**src/rtl/int_ctrl_if.sv**
```systemverilog
// rtl/int_ctrl_if.sv - pipeline-side signal bundle for the interrupt controller
//
// Ports: none. The bundle carries the request, pipeline status and stack/fetch controls.
//   slave  : controller side (requests and status in, fetch/stack/vector controls out)
//   master : pipeline/driver side (directions reversed)
interface int_ctrl_if;
    logic        int_req;
    logic [2:0]  i_int_index;
    logic [31:0] i_pc;
    logic [3:0]  i_flag;
    logic        i_branch_pending;
    logic        i_rti;
    logic        o_fetch_en;
    logic        o_flush;
    logic        o_push_en;
    logic [31:0] o_push_data;
    logic [1:0]  o_pc_select;
    logic [2:0]  o_ivt_index;
    logic        o_int_ack;
    logic        o_in_isr;

    modport slave (
        input  int_req, i_int_index, i_pc, i_flag, i_branch_pending, i_rti,
        output o_fetch_en, o_flush, o_push_en, o_push_data, o_pc_select,
               o_ivt_index, o_int_ack, o_in_isr
    );

    modport master (
        output int_req, i_int_index, i_pc, i_flag, i_branch_pending, i_rti,
        input  o_fetch_en, o_flush, o_push_en, o_push_data, o_pc_select,
               o_ivt_index, o_int_ack, o_in_isr
    );
endinterface

```
**src/rtl/int_ctrl.sv**
```systemverilog
// rtl/int_ctrl.sv - single-level interrupt controller: drain, push PC/flags, vector
//
// Ports:
//   clk    : pipeline clock, rising edge
//   rst    : synchronous active-high reset
//   if_bus : int_ctrl_if.slave - int_req/i_int_index request, i_pc/i_flag state to save,
//            i_branch_pending/i_rti pipeline status; o_fetch_en/o_flush/o_push_*/
//            o_pc_select/o_ivt_index/o_int_ack/o_in_isr controls.
// Build option: INT_SAVE_FLAGS_EN adds the PUSH_FLAG state and flag capture.
//
// All outputs are registers loaded from the current state, so each state's outputs
// appear in the cycle after that state is occupied. This gives the int_req-to-ack
// latency of 4 cycles (3 without flag saving).
module int_ctrl (
    input  logic      clk,
    input  logic      rst,
    int_ctrl_if.slave if_bus
);

`ifdef INT_SAVE_FLAGS_EN
    typedef enum logic [2:0] {IDLE, DRAIN, PUSH_PC, PUSH_FLAG, VECTOR} state_t;
`else
    typedef enum logic [2:0] {IDLE, DRAIN, PUSH_PC, VECTOR} state_t;
`endif

    state_t      r_state;
    logic        r_pending;
    logic [2:0]  r_pend_index;
    logic [2:0]  r_vec_index;
    logic [31:0] r_pc;
    logic        r_in_isr;
`ifdef INT_SAVE_FLAGS_EN
    logic [3:0]  r_flag;
`else
    logic        w_unused_flag;
    assign w_unused_flag = ^if_bus.i_flag;
`endif

    logic        r_fetch_en;
    logic        r_flush;
    logic        r_push_en;
    logic [31:0] r_push_data;
    logic [1:0]  r_pc_select;
    logic [2:0]  r_ivt_index;
    logic        r_int_ack;

    logic        w_start;
    logic        w_take;

    // IDLE may begin servicing; w_take marks the edge that enters PUSH_PC.
    assign w_start = (r_state == IDLE) && r_pending && !r_in_isr;
    assign w_take  = !if_bus.i_branch_pending && (w_start || (r_state == DRAIN));

    always_ff @(posedge clk) begin
        if (rst) begin
            r_state      <= IDLE;
            r_pending    <= 1'b0;
            r_pend_index <= 3'd0;
            r_vec_index  <= 3'd0;
            r_pc         <= 32'd0;
            r_in_isr     <= 1'b0;
`ifdef INT_SAVE_FLAGS_EN
            r_flag       <= 4'd0;
`endif
            r_fetch_en   <= 1'b1;
            r_flush      <= 1'b0;
            r_push_en    <= 1'b0;
            r_push_data  <= 32'd0;
            r_pc_select  <= 2'b00;
            r_ivt_index  <= 3'd0;
            r_int_ack    <= 1'b0;
        end else begin
            // One-deep latch: a new request merges and overwrites the slot, and
            // wins over the clear on the PUSH_PC entry edge.
            if (if_bus.int_req) begin
                r_pending    <= 1'b1;
                r_pend_index <= if_bus.i_int_index;
            end else if (w_take) begin
                r_pending    <= 1'b0;
            end

            // Clearing an already-clear flag is a no-op, so a stray RTI is harmless.
            if (if_bus.i_rti) begin
                r_in_isr <= 1'b0;
            end

            // The slot being serviced is frozen here so a coincident request
            // only affects the next service.
            if (w_take) begin
                r_pc        <= if_bus.i_pc;
                r_vec_index <= r_pend_index;
`ifdef INT_SAVE_FLAGS_EN
                r_flag      <= if_bus.i_flag;
`endif
            end

            r_fetch_en  <= 1'b0;
            r_flush     <= 1'b0;
            r_push_en   <= 1'b0;
            r_push_data <= 32'd0;
            r_pc_select <= 2'b00;
            r_ivt_index <= 3'd0;
            r_int_ack   <= 1'b0;

            case (r_state)
                IDLE: begin
                    r_fetch_en <= 1'b1;
                    if (w_start) begin
                        r_state <= if_bus.i_branch_pending ? DRAIN : PUSH_PC;
                    end
                end
                DRAIN: begin
                    if (!if_bus.i_branch_pending) begin
                        r_state <= PUSH_PC;
                    end
                end
                PUSH_PC: begin
                    r_push_en   <= 1'b1;
                    r_push_data <= r_pc;
                    r_flush     <= 1'b1;
`ifdef INT_SAVE_FLAGS_EN
                    r_state     <= PUSH_FLAG;
`else
                    r_state     <= VECTOR;
`endif
                end
`ifdef INT_SAVE_FLAGS_EN
                PUSH_FLAG: begin
                    r_push_en   <= 1'b1;
                    r_push_data <= {28'd0, r_flag};
                    r_flush     <= 1'b1;
                    r_state     <= VECTOR;
                end
`endif
                VECTOR: begin
                    r_pc_select <= 2'b01;
                    r_fetch_en  <= 1'b1;
                    r_flush     <= 1'b1;
                    r_int_ack   <= 1'b1;
                    r_ivt_index <= r_vec_index;
                    r_in_isr    <= 1'b1;
                    r_state     <= IDLE;
                end
                default: r_state <= IDLE;
            endcase
        end
    end

    assign if_bus.o_fetch_en  = r_fetch_en;
    assign if_bus.o_flush     = r_flush;
    assign if_bus.o_push_en   = r_push_en;
    assign if_bus.o_push_data = r_push_data;
    assign if_bus.o_pc_select = r_pc_select;
    assign if_bus.o_ivt_index = r_ivt_index;
    assign if_bus.o_int_ack   = r_int_ack;
    assign if_bus.o_in_isr    = r_in_isr;

endmodule

```
**src/flat_wrapper.sv**
```systemverilog
// flat-port wrapper written by rule: the top's interface ports become plain ports
module int_ctrl_flat 
  (clk, rst, if_bus_int_req, if_bus_i_int_index, if_bus_i_pc, if_bus_i_flag, if_bus_i_branch_pending, if_bus_i_rti, if_bus_o_fetch_en, if_bus_o_flush, if_bus_o_push_en, if_bus_o_push_data, if_bus_o_pc_select, if_bus_o_ivt_index, if_bus_o_int_ack, if_bus_o_in_isr);
  int_ctrl_if if_bus_i ();
  input  logic clk;
  input  logic rst;
  input wire logic [$bits(if_bus_i.int_req)-1:0] if_bus_int_req;
  input wire logic [$bits(if_bus_i.i_int_index)-1:0] if_bus_i_int_index;
  input wire logic [$bits(if_bus_i.i_pc)-1:0] if_bus_i_pc;
  input wire logic [$bits(if_bus_i.i_flag)-1:0] if_bus_i_flag;
  input wire logic [$bits(if_bus_i.i_branch_pending)-1:0] if_bus_i_branch_pending;
  input wire logic [$bits(if_bus_i.i_rti)-1:0] if_bus_i_rti;
  output wire logic [$bits(if_bus_i.o_fetch_en)-1:0] if_bus_o_fetch_en;
  output wire logic [$bits(if_bus_i.o_flush)-1:0] if_bus_o_flush;
  output wire logic [$bits(if_bus_i.o_push_en)-1:0] if_bus_o_push_en;
  output wire logic [$bits(if_bus_i.o_push_data)-1:0] if_bus_o_push_data;
  output wire logic [$bits(if_bus_i.o_pc_select)-1:0] if_bus_o_pc_select;
  output wire logic [$bits(if_bus_i.o_ivt_index)-1:0] if_bus_o_ivt_index;
  output wire logic [$bits(if_bus_i.o_int_ack)-1:0] if_bus_o_int_ack;
  output wire logic [$bits(if_bus_i.o_in_isr)-1:0] if_bus_o_in_isr;
  assign if_bus_i.int_req = if_bus_int_req;
  assign if_bus_i.i_int_index = if_bus_i_int_index;
  assign if_bus_i.i_pc = if_bus_i_pc;
  assign if_bus_i.i_flag = if_bus_i_flag;
  assign if_bus_i.i_branch_pending = if_bus_i_branch_pending;
  assign if_bus_i.i_rti = if_bus_i_rti;
  assign if_bus_o_fetch_en = if_bus_i.o_fetch_en;
  assign if_bus_o_flush = if_bus_i.o_flush;
  assign if_bus_o_push_en = if_bus_i.o_push_en;
  assign if_bus_o_push_data = if_bus_i.o_push_data;
  assign if_bus_o_pc_select = if_bus_i.o_pc_select;
  assign if_bus_o_ivt_index = if_bus_i.o_ivt_index;
  assign if_bus_o_int_ack = if_bus_i.o_int_ack;
  assign if_bus_o_in_isr = if_bus_i.o_in_isr;
  int_ctrl u_core (.clk(clk), .rst(rst), .if_bus(if_bus_i));
endmodule
```
**config.mk**
```make
export PLATFORM = sky130hd
export DESIGN_NAME = int_ctrl_flat
export DESIGN_NICKNAME = d
export VERILOG_FILES = /design/src/rtl/int_ctrl_if.sv /design/src/rtl/int_ctrl.sv /design/src/flat_wrapper.sv
export SDC_FILE = /design/constraint.sdc
export NUM_CORES = 1
export LEC_CHECK = 0
export CAP_MARGIN = 20
export CORE_MARGIN = 3
export CORE_UTILIZATION = 45
export CTS_CLUSTER_SIZE = 12
export DETAILED_ROUTE_END_ITERATION = 16
export GPL_ROUTABILITY_DRIVEN = 0
export GPL_TIMING_DRIVEN = 0
export HOLD_SLACK_MARGIN = 0.15
export PLACE_DENSITY = 0.76
export SETUP_SLACK_MARGIN = 0.15
export SYNTH_ARGS = -nofsm -noshare
export SYNTH_HDL_FRONTEND = slang
export SYNTH_SLANG_ARGS = --single-unit
```
**constraint.sdc**
```tcl
create_clock -name clk -period 2 [get_ports clk]
set_input_delay 0.5 -clock clk [delete_from_list [all_inputs] [get_ports clk]]
set_output_delay 0.5 -clock clk [all_outputs]
set_load 0.005 [all_outputs]
```
# After elaboration in Yosys (flattened, before gate mapping)
# Index checks and enable logic that the tools add are counted.
[word_totals] ff_bits=84 input_bits=44 out_inout_bits=42 word_cells=47
[op_classes] eq_ne=5 muxes=13 bitwise_logic=2 reduce_logical=14
[op_table] cell="2-to-1 mux 1 bit" n=9
[op_table] cell="one-hot mux 3 bit (3 select lines)" n=1
[op_table] cell="OR reduction 2 bit" n=4
[op_table] cell="== test 3 x 2 -> 1 bit (second input constant)" n=2
[op_table] cell="2-to-1 mux 3 bit" n=2
[op_table] cell="nonzero test 2 bit" n=2
[op_table] cell="== test 3 x 1 -> 1 bit (second input constant)" n=1
[op_table] cell="logical AND 1 bit" n=3
[op_table] cell="logical NOT 3 bit" n=1
[op_table] cell="logical NOT 1 bit" n=2
[op_table] cell="2-to-1 mux 2 bit" n=1
[op_table] cell="!= test 2 x 1 -> 1 bit (second input constant)" n=1
[op_table] cell="!= test 2 bit (second input constant)" n=1
[op_table] cell="inverter 1 bit" n=2
[op_table] cell="AND reduction 2 bit" n=1
[op_table] cell="logical OR 1 bit" n=1

# Depth between registers and ports, before layout
[depth] ltp_word=7 ltp_mapped=7 depth_no_buf=5

# Least setup slack after synthesis
# Ideal clock, no wire load.
[synth_path] kind="register to register" from="register u_core.r_state[0]" to="register u_core.r_pc[10]" setup_ns=0.072 t_arrival_ns=1.326 t_required_ns=1.928 setup_slack_ns=0.602 path_stages_with_launch=8 n_path_buf=2 synth_period_minus_slack_ns=1.398 path_cell_list="dfxtp_1 inv_1 ha_1 nand3b_1 a21oi_2 buf_6 buf_12 mux2i_1"
[synth_between] elab_chain_len=5 word_cells_on_any_way=6 classes_between="eq/ne: 1; reduce/logical: 5"
[synth_lines] element="start: declaration" line="int_ctrl.sv:26" text="state_t r_state;"
[synth_lines] element="start signal: assignment" line="int_ctrl.sv:109" text="r_state <= if_bus.i_branch_pending ? DRAIN : PUSH_PC;"
[synth_lines] element="logical NOT 3 bit" line="int_ctrl.sv:51" text="assign w_start = (r_state == IDLE) && r_pending && !r_in_isr;"
[synth_lines] element="logical AND 1 bit (2 in a row)" line="int_ctrl.sv:51"
[synth_lines] element="logical OR 1 bit (*)" line="int_ctrl.sv:52" text="assign w_take = !if_bus.i_branch_pending && (w_start || (r_state == DRAIN));"
[synth_lines] element="logical AND 1 bit (*)" line="int_ctrl.sv:52"
[synth_lines] element="end signal: assignment" line="int_ctrl.sv:90" text="r_pc <= if_bus.i_pc;"
[synth_lines] element="end: declaration" line="int_ctrl.sv:30" text="logic [31:0] r_pc;"
# Every way passes the cells marked *; elsewhere a longest branch is shown, timed or not.
# A chain may end at the register's enable or synchronous reset.

# Worst setup path in the final report
[layout_path] from="register u_core.r_pc_select[0], in the netlist u_core.if_bus.o_pc_select[0]" to="output if_bus_o_pc_select[0]"
[layout_lines] element="start: declaration" line="int_ctrl.sv:43" text="logic [1:0] r_pc_select;"
[layout_lines] element="start signal: assignment" line="int_ctrl.sv:69" text="r_pc_select <= 2'b00;"
[layout_lines] element="start signal: assignment" line="int_ctrl.sv:101" text="r_pc_select <= 2'b00;"
[layout_lines] element="start signal: assignment" line="int_ctrl.sv:136" text="r_pc_select <= 2'b01;"
[layout_lines] element="end: declaration" line="flat_wrapper.sv:17" text="output wire logic [$bits(if_bus_i.o_pc_select)-1:0] if_bus_o_pc_select;"
# No word-level cell between the ends.

==> flow_summary.yaml <==
status:
  outcome: "finished clean"
pwr:
  leakage_nw: 1.61
  power.density_mw_per_mm2: 1040
  ir_worst_vdd_mv: 0.548
  power_mw: 4.31
logic_synthesis:
  seq_area_frac_synth_pct: 53.6
  yosysWarnings: 0
  synthCells: 277
  ys_types: 25
  synth_seq_cells: 81
  synthTopCellsByArea: "dfxtp_1 (54%), nand2b_1 (15%), mux2i_1 (13%)"
  synth_edf_count: 0
  yosysTopAreaCell: "dfxtp_1"
  synth_area_mm2: 0.00303
  syn_nets: 325
  ys_dominant_reg_cell: "dfxtp_1"
  avgSynthCellArea_um2: 10.9
  synth_top_area_share_pct: 53.6
  async_reset_ff_share_pct: 0
worst_setup_path:
  startpoint_type: "flip-flop"
  worstPathArrival_ns: 1.27
  max_stage_delay_ns: 0.49
  crit_family: "buffers and inverters"
  r2r-end: "u_core.r_pc[13]"
  crit_buf_inv: 2
  worstPathRequired_ns: 1.50
  critical_path.max_fanout: 2
  crit_cells: 2
  setup.worst_path.class: "reg -> out"
  cp_slowest_cell: "clkdlybuf4s50_1"
  startpoint: "u_core.if_bus.o_pc_select[0]"
  r2r_start: "u_core.r_state[0]"
  r2r_setup_slack_ns: 0.37
  r2r_cells: 7
  end_kind: "output port"
  crit_chain: "buf_4, clkdlybuf4s50_1"
  cp-endpoint: "if_bus_o_pc_select[0]"
clocking:
  clock-sinks: 81
  ctsHoldBuffers: 0
  cts_resized: 0
  postCtsSetupRepairBufs: 0
  clockRootBuffer: "clkbuf_8"
  clkTransAtPathRegs_ns: 0.07
  htree_levels: 3
  cts_tree: "yes"
  cts_buffers: 9
  clk_latency_ns: 0.35
  cts_buffer_depth: 2
global_route:
  grt_max_degree: 14
  grt_pass1_wl_mm: 9.48
  grt-ovfl-total: 0
  antenna_found_initial: 0
  grt_pass1_vias: 2003
  grt_use_total_pct: 16.1
cells_and_area:
  finalNetCount: 415
  fin_cells: 449
  final_layout_size_suffix_gt1_share_pct: 7.26
  antenna-diode-count: 0
  synthToLayoutAreaGrowth_pct: 37.4
route:
  drt_first_pass_iters: 6
  drtAntennaViolNets: 0
  first_iter_violations: 42
  remaining_drc_errors: 0
  via_count: 2035
  via_per_inst: 4.53
  totalWireLength_mm: 5.77
  post_drt_wl_per_cell_um: 12.8
floorplan:
  fp-row-count: 29
  die_h_um: 88.0
  io_pins: 86
  core_mm2: 0.00642
  floorplan.initialDensity_pct: 47.1
  die_w_um: 88.0
  dieArea_mm2: 0.00775
placed_design:
  port_buffers: 79
  place_ws_ns: 0.192
  hpwl_mm: 4.12
  dp.cells: 433
sta:
  finalSetupTns_ns: 0
  max_clock_freq_mhz: 566
  clock_skew_ns: 0.00980
  setup_viol: 0
  fin_ws_ns: 0.232
  fin_crit_ns: 1.77
  rsz0062_at_grt: "no"
  slew_viol_final: 0
  hold_viol_final: 0
  post-route-period-util_pct: 88.4
flow_run:
  drv_cap: 0
worst_hold_path:
  hold_class: "reg -> reg"
cells by family after synthesis:
| kind of cell | share of synthesized area (%) |
|---|---|
| simple gates | 24.9 |
| flops | 53.6 |
| mux | 12.9 |
| buf+inv | 5.08 |
| compound gates | 1.78 |
| fa+ha+maj | 1.65 |
| other cells | 0.124 |
worst min path at each step:
stage / slack, ns / start / cells after the start / to
finish: 0.46 / u_core.r_vec_index[1] / 1 / u_core.if_bus.o_ivt_index[1]
global route: 0.47 / u_core.r_vec_index[0] / 1 / u_core.if_bus.o_ivt_index[0]
CTS: 0.46 / u_core.r_vec_index[1] / 1 / u_core.if_bus.o_ivt_index[1]
detailed placement: 0.44 / u_core.r_pc[12] / 1 / u_core.if_bus.o_push_data[12]
global placement: 0.43 / u_core.r_pc[7] / 1 / u_core.if_bus.o_push_data[7]
floorplan: 0.43 / u_core.r_vec_index[0] / 1 / u_core.if_bus.o_ivt_index[0]
area by class of cell:
class / instances / area (um2)
Multi-Input combinational cell: 173 / 1250
Buffer: 18 / 135
Clock buffer: 12 / 145
Tap cell: 77 / 96.3
Inverter: 5 / 18.8
Clock inverter: 4 / 98.8
Sequential cell: 81 / 1620
Fill cell: 537 / 2260
Timing Repair Buffer: 79 / 791
per-layer routing:
metal / wire [um] / track usage [%] / up-vias / share of wire (%)
met2: 2640 / 24.6 / 52 / 46
li1: - / - / 1056 / -
met4: 102 / 8.65 / 0 / 1.8
met5: 0 / 0 / - / 0
met3: 345 / 4.33 / 11 / 6.0
met1: 2680 / 20.8 / 916 / 46
sequential cells by signal (all words and copies together), names as in the netlist, 2 cells and up:
name	flops
u_core.if_bus.o_push_data	32
u_core.if_bus.o_ivt_index	3
u_core.r_pc	32
u_core.r_state	2
u_core.r_vec_index	3
u_core.r_pend_index	3
cell usage in the layout (no fill, tap or decap), types with 2 or more instances in the layout:
cell type,synthesis,layout
inv_1,5,5
buf_2,3,3
and2_1,35,35
clkbuf_1,9,11
clkdlybuf4s50_1,0,79
dfxtp_1,81,81
clkbuf_8,0,10
bufinv_16,0,3
and3_1,2,2
buf_12,3,3
ha_1,4,4
nand2b_1,74,74
buf_4,2,2
nor2_1,5,5
mux2i_1,39,39
nor2b_1,3,3
where the power goes:
part           leakage (nW)  switching [mW]  internal (mW)
combinational         0.833           0.432          0.546
sequential            0.658          0.0879           1.80
clock                 0.121           0.571          0.870
per-stage QoR:
step	utilization (%)	instance area, um2	hold slack, ns
floorplan	-	3030	0.431
global placement	61.0	3920	0.435
detailed placement	61.0	3920	0.443
CTS	64.8	4160	0.460
global route	64.8	4160	0.471
finish	64.8	4160	0.458
Yosys cell counts (2+ instances only):
master and n:
nor2_1 5, inv_1 5, mux2i_1 39, nand2b_1 74, and2_1 35, ha_1 4, clkbuf_1 9, buf_2 3
buf_12 3, dfxtp_1 81, nor2b_1 3, buf_4 2, and3_1 2
Note: power is estimated with default switching activity, not from simulation.
